<file path="src/rtl/systolic_feeder.sv">
// Skewed operand feeder for a 4x4 systolic array: buffers A and B, then
// streams row r of A delayed by r beats and column c of B delayed by c beats.

module systolic_feeder_lane #(
  parameter int DW   = 32,
  parameter int LANE = 0
) (
  input  logic [2:0]         k_i,
  input  logic [3:0][DW-1:0] elem_i,
  output logic [DW-1:0]      data_o
);
  logic [3:0] off;

  always_comb begin
    off    = {1'b0, k_i} - 4'(LANE);
    data_o = '0;
    if (k_i >= 3'(LANE) && off <= 4'd3) data_o = elem_i[off[1:0]];
  end
endmodule

module systolic_feeder #(
  parameter int DATA_WIDTH = 32
) (
  input  logic                  clk_i,
  input  logic                  rst_ni,
  input  logic                  wr_en_i,
  input  logic                  wr_sel_i,
  input  logic [3:0]            wr_addr_i,
  input  logic [DATA_WIDTH-1:0] wr_data_i,
  input  logic                  start_i,
  output logic                  busy_o,
  output logic                  done_o,
  output logic [DATA_WIDTH-1:0] left_o_0,
  output logic [DATA_WIDTH-1:0] left_o_4,
  output logic [DATA_WIDTH-1:0] left_o_8,
  output logic [DATA_WIDTH-1:0] left_o_12,
  output logic [DATA_WIDTH-1:0] up_o_0,
  output logic [DATA_WIDTH-1:0] up_o_1,
  output logic [DATA_WIDTH-1:0] up_o_2,
  output logic [DATA_WIDTH-1:0] up_o_3
);
  localparam int DW = DATA_WIDTH;

  typedef enum logic [1:0] {IDLE, STREAM, DONE} state_e;

  state_e              state_q, state_d;
  logic [2:0]          k_q, k_d;
  logic                ld_beat;
  logic                busy_q, done_q;
  logic [15:0][DW-1:0] a_q, b_q;
  logic [3:0][DW-1:0]  left_q, up_q, left_d, up_d;
  logic [3:0][DW-1:0]  left_beat, up_beat;
  logic [3:0][3:0][DW-1:0] col_elem;
  logic                wr_ok;

  // Writes only land while idle and not colliding with an accepted start.
  assign wr_ok = (state_q == IDLE) && wr_en_i && !start_i;

  always_comb begin
    state_d = state_q;
    k_d     = k_q;
    ld_beat = 1'b0;
    case (state_q)
      IDLE: if (start_i) begin
        state_d = STREAM;
        k_d     = 3'd0;
        ld_beat = 1'b1;
      end
      STREAM: if (k_q == 3'd6) begin
        state_d = DONE;
        k_d     = 3'd0;
      end else begin
        k_d     = k_q + 3'd1;
        ld_beat = 1'b1;
      end
      DONE:    state_d = IDLE;
      default: state_d = IDLE;
    endcase
  end

  // Lanes look at the next beat index so the outputs register the beat.
  for (genvar l = 0; l < 4; l++) begin : g_lane
    for (genvar j = 0; j < 4; j++) begin : g_col
      assign col_elem[l][j] = b_q[4*j + l];
    end
    systolic_feeder_lane #(.DW(DW), .LANE(l)) u_row (
      .k_i(k_d), .elem_i(a_q[4*l +: 4]), .data_o(left_beat[l])
    );
    systolic_feeder_lane #(.DW(DW), .LANE(l)) u_col (
      .k_i(k_d), .elem_i(col_elem[l]), .data_o(up_beat[l])
    );
  end

  assign left_d = ld_beat ? left_beat : '0;
  assign up_d   = ld_beat ? up_beat   : '0;

  always_ff @(posedge clk_i or negedge rst_ni) begin
    if (!rst_ni) begin
      state_q <= IDLE;
      k_q     <= 3'd0;
      busy_q  <= 1'b0;
      done_q  <= 1'b0;
      left_q  <= '0;
      up_q    <= '0;
      a_q     <= '0;
      b_q     <= '0;
    end else begin
      state_q <= state_d;
      k_q     <= k_d;
      busy_q  <= (state_d == STREAM);
      done_q  <= (state_d == DONE);
      left_q  <= left_d;
      up_q    <= up_d;
      if (wr_ok && !wr_sel_i) a_q[wr_addr_i] <= wr_data_i;
      if (wr_ok &&  wr_sel_i) b_q[wr_addr_i] <= wr_data_i;
    end
  end

  assign busy_o    = busy_q;
  assign done_o    = done_q;
  assign left_o_0  = left_q[0];
  assign left_o_4  = left_q[1];
  assign left_o_8  = left_q[2];
  assign left_o_12 = left_q[3];
  assign up_o_0    = up_q[0];
  assign up_o_1    = up_q[1];
  assign up_o_2    = up_q[2];
  assign up_o_3    = up_q[3];
endmodule

</file>
<file path="config.mk">
export PLATFORM = sky130hd
export DESIGN_NAME = systolic_feeder
export DESIGN_NICKNAME = d
export VERILOG_FILES = /design/src/rtl/systolic_feeder.sv
export SDC_FILE = /design/constraint.sdc
export NUM_CORES = 2
export LEC_CHECK = 0
export ABC_CLOCK_PERIOD_IN_PS = 8380
export BUFFER_PORTS_ARGS = -buffer_cell sky130_fd_sc_hd__buf_4
export CAP_MARGIN = 25
export CORE_ASPECT_RATIO = 0.8
export CORE_MARGIN = 2
export CORE_UTILIZATION = 48
export DETAILED_ROUTE_END_ITERATION = 8
export GPL_ROUTABILITY_DRIVEN = 0
export PLACE_DENSITY = 0.77
export SETUP_SLACK_MARGIN = 0.1
export SYNTH_ARGS = -nofsm -noshare
export SYNTH_HDL_FRONTEND = slang
export SYNTH_SLANG_ARGS = --single-unit
</file>
<file path="constraint.sdc">
create_clock -name clk_i -period 8.38 [get_ports clk_i]
set_input_delay 1.676 -clock clk_i [delete_from_list [all_inputs] [get_ports clk_i]]
set_output_delay 1.676 -clock clk_i [all_outputs]
set_load 0.005 [all_outputs]
</file>
==> key figures <==
Final layout
  • Multi-input logic area: 19,670 um^2
  • Post-layout util: 55.19%
  • FF/Latch Area: 32,210 um^2
  • P&R area growth vs syn: 14.28%
  • Fillers: 8,601
  • Finished Layout Cells: 5,086
  • Share of layout cells above drive strength 1: 46.22%
  • # nets final: 3,586

Drt
  • Drt via density: 5.853
  • Detail Route Antenna Nets: 0
  • WL final: 133,400 um
  • WL per Instance: 26.23 um
  • Initial DRT Pass Iterations: 5
  • DRC Markers: 0
  • DR iter-0 viols: 2,316
  • Via count: 29,770

Global routing
  • Initial antenna violation count: 9
  • Gr usage total: 23.79%
  • Largest net degree at the start of global routing: 176
  • Overflow after GRT: 0
  • Vias in the first global route: 31,232
  • First-pass GRT wire length: 202,800 um

Yosys
  • Cell count after synthesis: 3,361
  • Syn Nets: 3,410
  • Syn Area/Cell: 15.85 um^2
  • Most frequent cells after synthesis: 1,287 x dfrtp_1, 953 x mux2_2, 256 x mux2i_1
  • Largest area contributor in the netlist: dfrtp_1
  • Synth unique cells: 46
  • Number of flops mapped to enable cells by yosys: 0
  • Mapped Area: 53,290 um^2
  • Post-synth top area share: 60.44%
  • #FFs+latches synth: 1,287
  • Synth Warn #: 0
  • Synth top area cells: dfrtp_1 60%, mux2_2 20%, mux4_2 5.4%, mux2i_1 4.8%, nor3b_1 1.8%
  • Ys flop type: dfrtp_1
  • Ys async rst share: 100.0%
  • Count leader, synth: dfrtp_1
  • Seq/Total Area, Yosys: 60.44%

Clocking
  • CTS hold repair buffers: 0
  • Resize count post-CTS: 0
  • Clock-pin slew on the worst setup and hold paths: 60 ps
  • Num CTS Buffers: 131
  • Setup bufs post-CTS: 0
  • Clk_lat worst skew: 770 ps
  • Htree depth: 4
  • CTS tree: built
  • # clock sinks: 1,287
  • Clk buf depth: 3
  • CTS root buffer: clkbuf_16

Timing
  • Min setup slack post-route: 4032 ps
  • Fin crit period: 4348 ps
  • Slew HR: 26.03%
  • Setup TNS: 0 ps
  • Fin crit share: 51.89%
  • Maximum clock rate: 0.2300 GHz
  • Tightest Pin Transition: 1110 ps
  • Endpoints failing hold: 0
  • Slew Limit Fails: 0
  • Clock Skew: 35.35 ps
  • RSZ-0062 raised after global routing: false
  • Final setup fails: 0

Die
  • Starting Density: 48.30%
  • Core area: 110,300 um^2
  • Die Wd: 376.5 um
  • I/O pins: 299
  • Die area: 113,700 um^2
  • Row cnt: 109
  • Die Ht: 302.0 um

Power and ir drop
  • Seq pwr share: 39.4%
  • Sw Pwr: 5.997 mW
  • Gate power share: 28.1%
  • Max IR drop VDD: 0.3637 mV
  • Switching Share: 32.98%
  • P_int: 12.19 mW
  • Leakage: 30.56 nW
  • PD cells: 298.6 nW/um^2
  • Clk pwr share: 32.6%

Outcome
  • Status: completed

Hold path
  • Hold/Removal Path Class: reg2reg

Placement
  • Placed cell count: 4,847
  • DP HPWL: 77,380 um
  • Place WS: 3360 ps
  • # port buffers: 298

Flow run
  • Max cap viols: 0

Critical path
  • CP startpoint kind: primary input
  • Element type at the critical path end: register
  • WS Path Type: in2reg
  • Worst-path maximum fanout: 22
  • Worst EP arrival: 4970 ps
  • CP required: 9000 ps
  • R2r setup slk: 4410 ps
path summary, 6_finish.rpt:
check | from | to | depth (start not counted)
setup / recovery | start_i | a_q[388] | 6
hold / removal | a_q[36] | a_q[36] | 1
max in group asynchronous | rst_ni | up_o_3[14] | 3
setup reg to reg | k_q[0] | up_o_2[7] | 7
hold reg to reg | a_q[36] | a_q[36] | 1
min in group asynchronous | rst_ni | up_o_2[26] | 1
layout make-up:
type                            instances  area share [%]
Antenna cell                            4         0.01644
Clock buffer                          195           6.338
Clock inverter                         40          0.8691
Inverter                                6         0.06369
Multi-Input combinational cell       1753           32.29
Sequential cell                      1287           52.89
Tap cell                             1443           2.965
Timing Repair Buffer                  358           4.569
sequential cells by signal, summed over array words and instances (netlist names):
| name | flops |
|---|---|
| a_q | 512 |
| b_q | 512 |
| busy_o | 1 |
| done_o | 1 |
| k_q | 3 |
| left_o_0 | 32 |
| left_o_12 | 32 |
| left_o_4 | 32 |
| left_o_8 | 32 |
| state_q | 2 |
| up_o_0 | 32 |
| up_o_1 | 32 |
| up_o_2 | 32 |
| up_o_3 | 32 |
metrics by stage:
step	area, um^2	hold WS [ps]	power [mW]
2_1_floorplan	53290	452.6	10.66
3_3_place_gp	56500	463.5	12.29
3_5_place_dp	56500	473.7	12.37
4_1_cts	60890	486.9	18.31
5_1_grt	60890	493.1	18.91
6_report	60900	482.1	18.19
kinds of logic after synthesis:
group                    count (synthesis)  share of synthesized area (%)
AND/OR/NAND/NOR                        198                          2.879
buffers and inverters                  321                          2.956
AO/OA/AOI/OAI                          138                          1.667
XOR/XNOR                                 1                        0.01644
multiplexers                          1408                          31.86
adder cells (fa/ha/maj)                  8                         0.1878
flip-flops                            1287                          60.44
worst max-delay path, cell delays in order:
cell and delay (ps):
buf_4 120, nor4b_2 670, nand2b_2 640, nor4_4 930
buf_4 490, mux2_2 400
per-layer routing:
metal | GRT usage [%] | vias up | part of all wire (%)
met5 | 0 | - | 0.030
met4 | 7.133 | 6 | 2.2
met3 | 4.566 | 183 | 5.5
met2 | 36.74 | 684 | 47
met1 | 34.48 | 16299 | 46
li1 | - | 12598 | -
cell usage in the layout, fill, tap and decap left out, types with 3 or more instances in the layout:
cell       Yosys  routed
dfrtp_1     1287    1287
mux2_2       953     953
buf_4         36     351
mux2i_1      256     256
clkbuf_16      0     132
nor3b_1      130     130
mux4_2       128     128
o22ai_1      128     128
mux2_1        71      71
clkbuf_8       0      32
clkbuf_1     172      31
clkinv_2       0      15
nand3_2        0      10
nor3_4         8       9
nor2b_1        7       7
inv_6          0       7
nand2_1        6       6
nor4_4         0       6
nand4_1        6       6
ha_1           8       6
bufinv_16      0       6
buf_12         0       6
inv_16         0       5
inv_1          5       5
nor2_1         5       5
diode_2        0       4
nand2b_1       5       4
o21ai_0        3       3
clkinv_8       0       3
power groups by stage:
stage | Sequential [mW] | Clock [mW] | Combinational, mW
4_1_cts | 7.16 | 6.04 | 5.10
3_5_place_dp | 7.27 | 0 | 5.11
2_1_floorplan | 7.14 | 0 | 3.53
6_report | 7.16 | 5.92 | 5.10
3_3_place_gp | 7.25 | 0 | 5.04
5_1_grt | 7.23 | 6.31 | 5.37
(Power assumes the default switching activity.)
